## src/rtl/temp_pkg.sv

```systemverilog
// temp_pkg: BCD FSM states, default alarm thresholds and double-dabble digit adjust
package temp_pkg;
  typedef enum logic [1:0] {IDLE, SHIFT, DONE} bcd_state_t;
  localparam logic [7:0] TH_HI_DEF = 8'h25;
  localparam logic [7:0] TH_LO_DEF = 8'h22;
  localparam int BCD_W = 4;
  function automatic logic [BCD_W-1:0] dd_adj(input logic [BCD_W-1:0] d);
    return (d >= 4'd5) ? d + 4'd3 : d;
  endfunction
endpackage

```

## src/rtl/bin2bcd8.sv

```systemverilog
// bin2bcd8: sequential 8-bit double-dabble converter, digits only change when a conversion completes
module bin2bcd8 import temp_pkg::*; (
  input  logic             clk,
  input  logic             rst,
  input  logic             start,
  input  logic [7:0]       bin,
  output logic             done,
  output logic [BCD_W-1:0] h,
  output logic [BCD_W-1:0] t,
  output logic [BCD_W-1:0] o,
  output logic             busy
);
  bcd_state_t state, state_nx;
  logic [19:0] sr, sr_sh;
  logic [2:0]  cnt;
  // one double-dabble step: add 3 to every digit >= 5, then shift left
  always_comb sr_sh = {dd_adj(sr[19:16]), dd_adj(sr[15:12]), dd_adj(sr[11:8]), sr[7:0]} << 1;
  // next state; a start seen in DONE chains straight into the next conversion
  always_comb begin
    state_nx = state;
    case (state)
      IDLE:    state_nx = start ? SHIFT : IDLE;
      SHIFT:   state_nx = (cnt == 3'd7) ? DONE : SHIFT;
      DONE:    state_nx = start ? SHIFT : IDLE;
      default: state_nx = IDLE;
    endcase
  end
  // shift register and digit outputs; digits load only from the final shift
  always_ff @(posedge clk or negedge rst) begin
    if (!rst) begin
      state <= IDLE;
      sr    <= '0;
      cnt   <= '0;
      h     <= '0;
      t     <= '0;
      o     <= '0;
    end else begin
      state <= state_nx;
      if (start && state != SHIFT) begin
        sr  <= {12'd0, bin};
        cnt <= '0;
      end else if (state == SHIFT) begin
        sr  <= sr_sh;
        cnt <= cnt + 3'd1;
        if (cnt == 3'd7) {h, t, o} <= sr_sh[19:8];
      end
    end
  end
  assign done = state == DONE;
  assign busy = state != IDLE;
endmodule

```

## src/rtl/temp_monitor.sv

```systemverilog
// temp_monitor: moving-average filter, hysteresis alarm and BCD readout; TEMP_MINMAX_EN enables min/max tracking
module temp_monitor import temp_pkg::*; #(
  parameter int         AVG_LOG2 = 2,
  parameter logic [7:0] TH_HI    = TH_HI_DEF,
  parameter logic [7:0] TH_LO    = TH_LO_DEF
) (
  input  logic             clk,
  input  logic             rst,
  input  logic [7:0]       sample,
  input  logic             sample_vld,
  output logic [7:0]       avg,
  output logic             avg_vld,
  output logic             alarm,
  output logic [BCD_W-1:0] bcd_h,
  output logic [BCD_W-1:0] bcd_t,
  output logic [BCD_W-1:0] bcd_o,
  output logic             bcd_vld,
  output logic             busy,
  input  logic             mm_clr,
  output logic [7:0]       tmin,
  output logic [7:0]       tmax
);
  localparam int WIN = 1 << AVG_LOG2;
  localparam int SW  = 8 + AVG_LOG2;
  logic [7:0]          mem [WIN];
  logic [AVG_LOG2-1:0] wp;
  logic [SW-1:0]       sum, sum_nx;
  logic                primed, pend, start;
  logic [7:0]          avg_nx, pend_val, bin;
  // first sample fills the whole window so the average starts at that sample
  always_comb sum_nx = primed ? sum - SW'(mem[wp]) + SW'(sample) : SW'(sample) << AVG_LOG2;
  assign avg_nx = sum_nx[SW-1:AVG_LOG2];
  // window buffer, running sum, registered average and hysteresis alarm
  always_ff @(posedge clk or negedge rst) begin
    if (!rst) begin
      for (int i = 0; i < WIN; i++) mem[i] <= '0;
      wp      <= '0;
      sum     <= '0;
      primed  <= 1'b0;
      avg     <= '0;
      avg_vld <= 1'b0;
      alarm   <= 1'b0;
    end else begin
      avg_vld <= sample_vld;
      if (sample_vld) begin
        for (int i = 0; i < WIN; i++) if (!primed || AVG_LOG2'(i) == wp) mem[i] <= sample;
        if (primed) wp <= wp + 1'b1;
        sum    <= sum_nx;
        avg    <= avg_nx;
        primed <= 1'b1;
        alarm  <= (avg_nx > TH_HI) ? 1'b1 : (avg_nx < TH_LO) ? 1'b0 : alarm;
      end
    end
  end
  // converter accepts work when idle or finishing; the newest average always wins
  assign start = (avg_vld | pend) & (~busy | bcd_vld);
  assign bin   = avg_vld ? avg : pend_val;
  // one-deep holding register for an average that arrives mid-conversion
  always_ff @(posedge clk or negedge rst) begin
    if (!rst) begin
      pend     <= 1'b0;
      pend_val <= '0;
    end else if (avg_vld && !start) begin
      pend     <= 1'b1;
      pend_val <= avg;
    end else if (start) begin
      pend <= 1'b0;
    end
  end
  bin2bcd8 u_bcd (
    .clk   (clk),
    .rst   (rst),
    .start (start),
    .bin   (bin),
    .done  (bcd_vld),
    .h     (bcd_h),
    .t     (bcd_t),
    .o     (bcd_o),
    .busy  (busy)
  );
`ifdef TEMP_MINMAX_EN
  logic mm_first;
  // min/max of published averages; a clear re-arms loading from the next average
  always_ff @(posedge clk or negedge rst) begin
    if (!rst) begin
      tmin     <= '0;
      tmax     <= '0;
      mm_first <= 1'b1;
    end else if (mm_clr) begin
      tmin     <= '0;
      tmax     <= '0;
      mm_first <= 1'b1;
    end else if (avg_vld) begin
      tmin     <= (mm_first || avg < tmin) ? avg : tmin;
      tmax     <= (mm_first || avg > tmax) ? avg : tmax;
      mm_first <= 1'b0;
    end
  end
`else
  logic unused_mm;
  assign unused_mm = mm_clr;
  assign tmin = '0;
  assign tmax = '0;
`endif
endmodule

```

## config.mk

```make
export PLATFORM = sky130hd
export DESIGN_NAME = temp_monitor
export DESIGN_NICKNAME = d
export VERILOG_FILES = /design/src/rtl/temp_pkg.sv /design/src/rtl/bin2bcd8.sv /design/src/rtl/temp_monitor.sv
export SDC_FILE = /design/constraint.sdc
export NUM_CORES = 1
export LEC_CHECK = 0
export BUFFER_PORTS_ARGS = -buffer_cell sky130_fd_sc_hd__buf_2
export CAP_MARGIN = 20
export CORE_MARGIN = 1.5
export CORE_UTILIZATION = 50
export DETAILED_ROUTE_END_ITERATION = 16
export GPL_TIMING_DRIVEN = 1
export PLACE_DENSITY = 0.72
export SLEW_MARGIN = 10
export SYNTH_ARGS = -nofsm -noshare
export SYNTH_HDL_FRONTEND = slang
export SYNTH_HIERARCHICAL = 1
export SYNTH_SLANG_ARGS = --single-unit
export TNS_END_PERCENT = 5
```

## constraint.sdc

```tcl
create_clock -name clk -period 3.65 [get_ports clk]
set_input_delay 0.1825 -clock clk [delete_from_list [all_inputs] [get_ports clk]]
set_output_delay 0.1825 -clock clk [all_outputs]
set_load 0.02 [all_outputs]
```

==> results of run 1 <==
==> through the flow <==
step | hold WS (ns) | area [um^2]
floorplan | -0.113 | 5220
global placement | 0.408 | 5340
detailed placement | 0.413 | 5340
CTS | 0.00243 | 5550
global route | 0.145 | 5590
finish | 0.151 | 5590
==> cell usage after synthesis (2+ instances only) <==
cell type	instances	area, um^2
dfrtp_1	93	2330
nand2_1	73	274
o21ai_0	59	295
inv_1	45	169
buf_4	24	180
ha_1	22	275
o21ai_1	21	105
mux2_2	17	191
nand3_1	16	80.1
nor2_1	15	56.3
a21oi_1	13	65.1
clkbuf_1	11	41.3
mux2i_1	11	110
buf_2	9	45.0
fa_1	8	160
mux4_2	8	180
nor3_1	6	30.0
xnor2_1	6	52.6
a21oi_2	5	43.8
nor3b_1	5	37.5
nand2b_1	4	25.0
nor2b_1	4	25.0
mux2_4	3	45.0
nand3b_1	3	22.5
o21a_1	2	15.0
o31ai_1	2	15.0
or2_2	2	12.5
xor2_1	2	17.5
==> kinds of logic (layout without fill, tap and decap cells) <==
logic type,after synthesis,count (layout),synth area share
buffers and inverters,90,104,0.0851
other,1,16,0.000727
adder cells (fa/ha/maj),31,31,0.0866
AO/OA/AOI/OAI,115,115,0.130
XOR/XNOR,9,9,0.0179
multiplexers,40,40,0.104
AND/OR/NAND/NOR,136,136,0.124
flip-flops,93,93,0.451
==> area by class of cell <==
cell class                 instances  area (um^2)  area share
clock buffer                      11          131      0.0235
clock inverter                     5         82.6      0.0148
multi-input combinational        347         2450       0.438
inverter                          45          169      0.0302
tap                              133          166      0.0298
sequential                        93         2330       0.417
timing repair buffer              43          263      0.0470
==> per-layer routing <==
metal	GRT usage	wire length [um]	up-vias
met2	0.299	4320	76
met1	0.257	4570	1712
met3	0.0530	442	10
met4	0.0440	104	0
met5	0	0	-
li1	-	-	1746
==> cells in the final DEF (no fill, tap or decap), types with 2 or more instances in the layout <==
| master | count |
|---|---|
| a21oi_1 | 13 |
| a21oi_2 | 5 |
| buf_2 | 33 |
| buf_4 | 8 |
| bufinv_16 | 2 |
| clkbuf_1 | 2 |
| clkbuf_8 | 9 |
| conb_1 | 16 |
| dfrtp_1 | 92 |
| fa_1 | 8 |
| ha_1 | 22 |
| inv_1 | 45 |
| inv_6 | 2 |
| mux2_2 | 17 |
| mux2_4 | 3 |
| mux2i_1 | 11 |
| mux4_2 | 8 |
| nand2_1 | 73 |
| nand2b_1 | 4 |
| nand3_1 | 16 |
| nand3b_1 | 3 |
| nor2_1 | 15 |
| nor2b_1 | 4 |
| nor3_1 | 6 |
| nor3b_1 | 5 |
| o21a_1 | 2 |
| o21ai_0 | 59 |
| o21ai_1 | 21 |
| o31ai_1 | 2 |
| or2_2 | 2 |
| xnor2_1 | 6 |
| xor2_1 | 2 |
==> final timing paths <==
path                             from         end  slack [ns]  depth (start not counted)
max                             wp[1]       alarm        0.16                         11
max reg2reg                     wp[1]       alarm        0.16                         11
min                         sample[0]      mem[8]        0.15                          2
min in group asynchronous         rst  u_bcd/h[1]        0.20                          2
max in group asynchronous         rst     mem[30]        2.64                          4
min reg2reg                u_bcd/h[1]  u_bcd/h[1]        0.48                          2
==> registers in the layout, indices dropped and copies added, names as in the netlist, 3 cells and up <==
signal	count
u_bcd/t	4
u_bcd/cnt	3
avg	8
mem	32
pend_val	8
u_bcd/sr	20
u_bcd/o	4
u_bcd/h	4
==> worst max-delay path: cells and delay by family, from the launching register on <==
kind,cells,cell delay [ns]
adders and majority gates,3,1.13
buffers and inverters,1,0.05
DFF,1,0.66
and+or+nand+nor,2,0.37
AOI/OAI and AO/OA,4,0.76
muxes,1,0.41
==> repair_timing <==
| action | 4_1_cts | 5_1_grt |
|---|---|---|
| setup endpoints to repair | 0 | 3 |
| resized for setup | 0 | 1 |
| hold buffers | 0 | 1 |
| hold endpoints to repair | 0 | 14 |
==> impl_metrics.tcl, run 1 <==
set metrics [dict create \
    std_cell_rows 36 \
    synth_edf_count 0 \
    grt-ovfl-total 0 \
    syn-instance-count 515 \
    critPathMaxFanout 12 \
    cts.sinks 93 \
    vias 3544 \
    critical_path.cell_chain "mux4_2 > fa_1 > inv_1 > ha_1 > nor2b_4 > or2_1 > a211o_1 > a31o_1 > maj3_2 > a21oi_2 > o2bb2ai_1" \
    finish.net_count 581 \
    crit_path_end_kind "register" \
    stdcell_count 677 \
    detail_route.vias_per_cell 5.23 \
    dp_slack_ns 0.117 \
    antenna_found_initial 0 \
    ctsHtreeMaxLevel 3 \
    n_antenna_cell 0 \
    yosysSeqAreaShare 0.451 \
    drcViolationCount 0 \
    start_util 0.521 \
    clock_path_buffers 2 \
    worst_pin_slew_ns 0.832 \
    dp_hpwl_mm 6.80 \
    setup_viol 0 \
    setup_slack_ns 0.157 \
    worst_path_max_delay_cell "dfrtp_1" \
    worstSkewPairLatency_ns 0.37 \
    grt_setup_unrepaired "no" \
    clk_pin_slew_worst_paths_ns 0.09 \
    cts_buffers 9 \
    grt_pass1_vias 3493 \
    fin_setup_tns_ns 0 \
    grt_usage 0.188 \
    finClkSkew_ns 0.0127 \
    drv_cap 0 \
    die_x_um 105 \
    die_y_um 105 \
    fin_util 0.564 \
    slew_violations 0 \
    core_um2 9910 \
    max_slew_margin 0.445 \
    postSynthAreaPerCell_um2 10.0 \
    finalHoldViolCount 0 \
    path_class "register to register" \
    synth_cell_types 54 \
    synthFlopType "dfrtp_1" \
    arrival_ns 3.75 \
    die-area_um2 10900 \
    ant_nets 0 \
    hp-class "primary input to register" \
    globalplace.congestion 0.828 \
    io_buffer_count 34 \
    dp_cells 659 \
    cp.required_ns 3.91 \
    syn2layout_area_growth_pct 8.34 \
    drt-pass1-iter-count 4 \
    finalCriticalPeriod_ns 3.49 \
    fmax_mhz 286 \
    slowest_delay_ns 0.66 \
    grt_max_degree 82 \
    wl_mm 9.44 \
    fin_crit_sh 0.957 \
    startpoint_type "register" \
    yosysWarnings 6 \
    cts_setup_buffers 0 \
    fillers 872 \
    status "complete, no violations" \
    grt_pass1_wl_mm 16.5 \
    final_layout_size_suffix_gt1_frac 0.182 \
    ios 52 \
    wire_per_inst_um 13.9 \
    async_reset_ff_frac 1.00 \
    netlist_area_um2 5160 \
    cts-root-buf "clkbuf_8" \
    dr.first_iter.drc_count 193 \
    cts_tree "built" \
    ys_ff_latch 93 \
]
Power of run 1 is left out: the tool's default activity adds up to more than one toggle a clock period on the data nets, which glitch-free logic cannot reach.
==> run 2: changes to the inputs <==
- SYNTH_HIERARCHICAL: 1 -> unset
==> run 2 against run 1 <==
Against the previous run: synthesized cell count increased by 0.58%; core utilization increased by 2.7 points; largest cell class unchanged; sequential share of layout area decreased by 1.6 points; non-clock buffer count increased by 25; die area decreased by 1.7%; area after synthesis decreased by 1.7%; critical path type unchanged; count of clock-buffer cells in the layout decreased by 2.
==> impl_metrics.tcl, run 2 <==
set metrics [dict create \
    status "complete, no violations" \
    io_buffer_count 34 \
    antenna_found_initial 0 \
    critical_path.cell_chain "buf_6 > mux4_2 > fa_1 > inv_1 > ha_4 > o211ai_1 > a21oi_4 > buf_4 > a211o_1 > or4_1 > a311o_1" \
    r2r_cells 11 \
    std_cell_rows 36 \
    arrival_ns 3.83 \
    ant_nets 0 \
    drv_cap 0 \
    cts_tree "built" \
    slew_violations 0 \
    n_antenna_cell 0 \
    final_layout_size_suffix_gt1_frac 0.219 \
    dr.first_iter.drc_count 164 \
    setup_viol 0 \
    cp.required_ns 3.91 \
    largest_reg_flops 32 \
    async_reset_ff_frac 1.00 \
    core_um2 9820 \
    fmax_mhz 280 \
    grt_setup_unrepaired "yes" \
    fin_util 0.591 \
    synthFlopType "dfrtp_1" \
    clock_path_buffers 2 \
    yosysWarnings 0 \
    multiInputGateArea_um2 2520 \
    crit_path_end_kind "register" \
    layout_commonest_cell "dfrtp_1" \
    syn-instance-count 518 \
    postSynthAreaPerCell_um2 9.78 \
    startpoint "wp[0]" \
    globalplace.congestion 0.905 \
    cts_buffers 9 \
    rr_startpoint "wp[0]" \
    startpoint_type "register" \
    worst_path_max_delay_cell "or4_1" \
    final_cell_mix "93 x dfrtp_1, 67 x o21ai_0, 65 x nand2_1, 42 x inv_1, 33 x buf_2" \
    synth_cell_types 56 \
    vias 3709 \
    drt-pass1-iter-count 4 \
    synth_edf_count 0 \
    crit_end "alarm" \
    grt_pass1_vias 3589 \
    detail_route.vias_per_cell 5.27 \
    top_register "mem" \
    dp_hpwl_mm 7.34 \
    ios 52 \
    ys_ff_latch 93 \
    path_buf_inv 3 \
    grt-ovfl-total 0 \
    worst_pin_slew_ns 0.780 \
    ctsHtreeMaxLevel 3 \
    finish.net_count 608 \
    max_slew_margin 0.480 \
    start_util 0.516 \
    die-area_um2 10800 \
    regArea_um2 2330 \
    post-synth-top-count-cell "dfrtp_1" \
    grt_pass1_wl_mm 17.2 \
    reg.largest.list "mem: 32 flops, u_bcd.sr: 20 flops" \
    die_x_um 104 \
    slowest_delay_ns 0.53 \
    design_area_um2 5810 \
    drcViolationCount 0 \
    die_y_um 104 \
    fillers 873 \
    synth_top_cell_area_share 0.459 \
    path_class "register to register" \
    synthTopCellsByCount "93 x dfrtp_1, 69 x o21ai_0, 65 x nand2_1" \
    syn2layout_area_growth_pct 14.5 \
    yosysSeqAreaShare 0.459 \
    grt_usage 0.201 \
    synth_area_leaders "dfrtp_1 46%, o21ai_0 6.8%, ha_1 5.4%" \
    critPathMaxFanout 5 \
    r2r-end "alarm" \
    r2r_slack_ns 0.08 \
    grt_max_degree 63 \
    yosysTopAreaCell "dfrtp_1" \
    worstSkewPairLatency_ns 0.38 \
    crit_family "compound AO/OA/AOI/OAI gates" \
    fin_crit_sh 0.979 \
    dpl_cell_area_um2 5430 \
    wl_mm 10.2 \
    wire_per_inst_um 14.5 \
    hp-class "primary input to register" \
    finalHoldViolCount 0 \
    crit_cells 11 \
    clk_pin_slew_worst_paths_ns 0.09 \
    cts.sinks 93 \
    finalCriticalPeriod_ns 3.57 \
    cts-root-buf "clkbuf_8" \
    netlist_area_um2 5070 \
    finClkSkew_ns 0.0107 \
]
## run 2: cell type report
class,count,share of cell area
multi-input combinational,349,0.434
clock inverter,7,0.0101
tap,133,0.0287
inverter,45,0.0291
clock buffer,9,0.0213
sequential,93,0.401
timing repair buffer,68,0.0761
## run 2: cell families after synthesis
group                    Yosys count  share of synthesized area
XOR/XNOR                           6                     0.0104
AND/OR/NAND/NOR                  144                      0.133
buffers and inverters             91                     0.0854
other                              1                   0.000740
AO/OA/AOI/OAI                    124                      0.146
multiplexers                      29                     0.0797
adder cells (fa/ha/maj)           30                     0.0859
flip-flops                        93                      0.459
## run 2: worst min-delay path by stage
| stage | startpoint | endpoint | slack [ns] | cells past startpoint |
|---|---|---|---|---|
| global route | sample[0] | mem[24] | 0.13 | 2 |
| CTS | sample[0] | mem[0] | 0.12 | 2 |
| detailed placement | rst | avg_vld | 0.32 | 1 |
| global placement | rst | avg_vld | 0.31 | 1 |
| floorplan | rst | alarm | -0.11 | 0 |
| finish | sample[0] | mem[0] | 0.13 | 2 |
## run 2: routing by layer
metal | routed length [um] | global-route usage | share of wire
met5 | 0 | 0 | 0
met4 | 155 | 0.0724 | 0.015
met3 | 369 | 0.0434 | 0.036
met2 | 4920 | 0.325 | 0.48
met1 | 4780 | 0.268 | 0.47
## run 2: metrics by stage
| stage | hold WS (ns) | worst slack, ns | cells | TNS (ns) |
|---|---|---|---|---|
| floorplan | -0.113 | 0.0229 | 533 | 0 |
| global placement | 0.312 | 0.0626 | 685 | 0 |
| detailed placement | 0.316 | 0.00419 | 685 | 0 |
| CTS | 0.115 | 0.0125 | 702 | 0 |
| global route | 0.131 | -0.0142 | 704 | -0.0142 |
| finish | 0.133 | 0.0761 | 704 | 0 |
## run 2: what timing repair did
| action | 4_1_cts | 5_1_grt |
|---|---|---|
| endpoints found under the hold margin | 61 | 0 |
| pin swaps | 0 | 10 |
| setup buffers | 0 | 2 |
| resized for setup | 2 | 27 |
| hold buffers | 1 | 0 |
| setup endpoints to repair | 1 | 3 |
Power of run 2 is left out for the same reason.
==> run 3: changes to the inputs <==
- REMOVE_ABC_BUFFERS: unset -> 1
==> run 3 against run 2 <==
Against the previous run: via count increased by 0.57%; flip-flop and latch count is the same; count of clock-buffer cells in the layout increased by 1; non-clock buffer count shrank 5; clock skew rose by 0.0040 ns; critical path depth did not move; fmax up 0.42%; design area is 0.32% lower; wire length down 1.7%; global-route usage decreased by 0.75 points.
==> impl_metrics.tcl, run 3 (synthesized netlist as in run 2, its figures left out) <==
set metrics [dict create \
    grt_setup_unrepaired "yes" \
    cp.required_ns 3.90 \
    vias 3730 \
    finClkSkew_ns 0.0147 \
    wl_met3_um 337 \
    wire_per_inst_um 14.4 \
    std_cell_rows 36 \
    multiInputGateArea_um2 2500 \
    stdcell_count 699 \
    hold_start "sample[0]" \
    arrival_ns 3.81 \
    fmax_mhz 281 \
    hold_depth 2 \
    cts_buffers 9 \
    wl_met1_mm 4.52 \
    grt-ovfl-total 0 \
    r2r-end "alarm" \
    r2r_cells 11 \
    io_buffer_count 34 \
    cts_tree "built" \
    syn2layout_area_growth_pct 14.2 \
    finish.net_count 603 \
    drv_cap 0 \
    start_util 0.516 \
    die_x_um 104 \
    fillers 879 \
    setup_viol 0 \
    critPathMaxFanout 7 \
    grt_pass1_vias 3636 \
    hold_path_end "mem[0]" \
    top_register "mem" \
    wl_mm 10.0 \
    finalCriticalPeriod_ns 3.56 \
    drt-pass1-iter-count 4 \
    final_layout_size_suffix_gt1_frac 0.219 \
    crit_path_end_kind "register" \
    reg.largest.list "mem: 32 flops, u_bcd.sr: 20 flops" \
    rr_startpoint "wp[0]" \
    final_cell_mix "92 x dfrtp_1, 69 x o21ai_0, 65 x nand2_1, 42 x inv_1, 33 x buf_2" \
    clock_path_buffers 2 \
    cts.sinks 93 \
    path_class "register to register" \
    dr.first_iter.drc_count 155 \
    worst_pin_slew_ns 0.910 \
    grt_max_degree 73 \
    drcViolationCount 0 \
    ctsHtreeMaxLevel 3 \
    regArea_um2 2330 \
    worstSkewPairLatency_ns 0.36 \
    fin_crit_sh 0.975 \
    n_antenna_cell 0 \
    ant_nets 0 \
    antenna_found_initial 0 \
    die_y_um 104 \
    r2r_slack_ns 0.09 \
    ios 52 \
    max_slew_margin 0.393 \
    status "complete, no violations" \
    die-area_um2 10800 \
    finalHoldViolCount 0 \
    dp_hpwl_mm 7.12 \
    hp-class "primary input to register" \
    top_layer "met4" \
    dr_wl_met2_mm 5.09 \
    slew_violations 0 \
    dp_cells 679 \
    largest_reg_flops 32 \
    grt_pass1_wl_mm 17.0 \
    startpoint_type "register" \
    detail_route.vias_per_cell 5.34 \
    core_um2 9820 \
    clk_pin_slew_worst_paths_ns 0.10 \
    globalplace.congestion 0.834 \
    cts-root-buf "clkbuf_8" \
    grt_usage 0.193 \
    layout_commonest_cell "dfrtp_1" \
]
==> run 3: metal layers <==
metal | vias to the layer above | track usage
met5 | - | 0
met4 | 0 | 0.0456
met2 | 87 | 0.336
li1 | 1822 | -
met1 | 1812 | 0.251
met3 | 9 | 0.0371
==> run 3: timing repair <==
action,4_1_cts,5_1_grt
pin swaps,0,13
setup buffers,0,3
hold buffers,1,0
hold endpoints to repair,64,0
resized for setup,5,23
endpoints found under the setup margin,1,2
==> run 3: metrics by stage <==
step	setup TNS (ns)	hold slack, ns	cell area, um^2	utilization	setup WS [ns]
after floorplan	-0.139	-0.113	4860	-	-0.139
after global placement	-0.0573	0.367	5390	0.549	-0.0573
after detailed placement	-0.137	0.373	5390	0.549	-0.137
after CTS	0	0.148	5630	0.574	0.00108
after global routing	-0.0285	0.156	5790	0.589	-0.0285
final	0	0.157	5790	0.589	0.0910
==> run 3: worst max-delay path, cell delays in order (launching register included) <==
cell and delay (ns):
dfrtp_2 0.49, buf_6 0.14, mux4_2 0.51, fa_1 0.52, inv_1 0.05, ha_1 0.30
buf_4 0.17, nand3_1 0.07, nor2_1 0.07, a211o_1 0.30, or4_1 0.52, a311o_1 0.32
==> run 3: area by class of cell <==
class | instances | area share
clock buffers | 10 | 0.0238
flip-flops and latches | 93 | 0.402
well taps | 133 | 0.0288
multi-input cells | 349 | 0.432
inverters | 45 | 0.0292
clock inverters | 6 | 0.0134
repair buffers | 63 | 0.0705
==> run 3: how the worst max path moves through the flow <==
stage	startpoint	end	slack (ns)	cells past startpoint
global placement	wp[0]	alarm	-0.06	9
detailed placement	wp[0]	alarm	-0.14	9
global route	wp[0]	alarm	-0.03	11
CTS	wp[0]	alarm	0.001	12
finish	wp[0]	alarm	0.09	11
floorplan	wp[0]	alarm	-0.14	9
Power of run 3 is left out for the same reason.
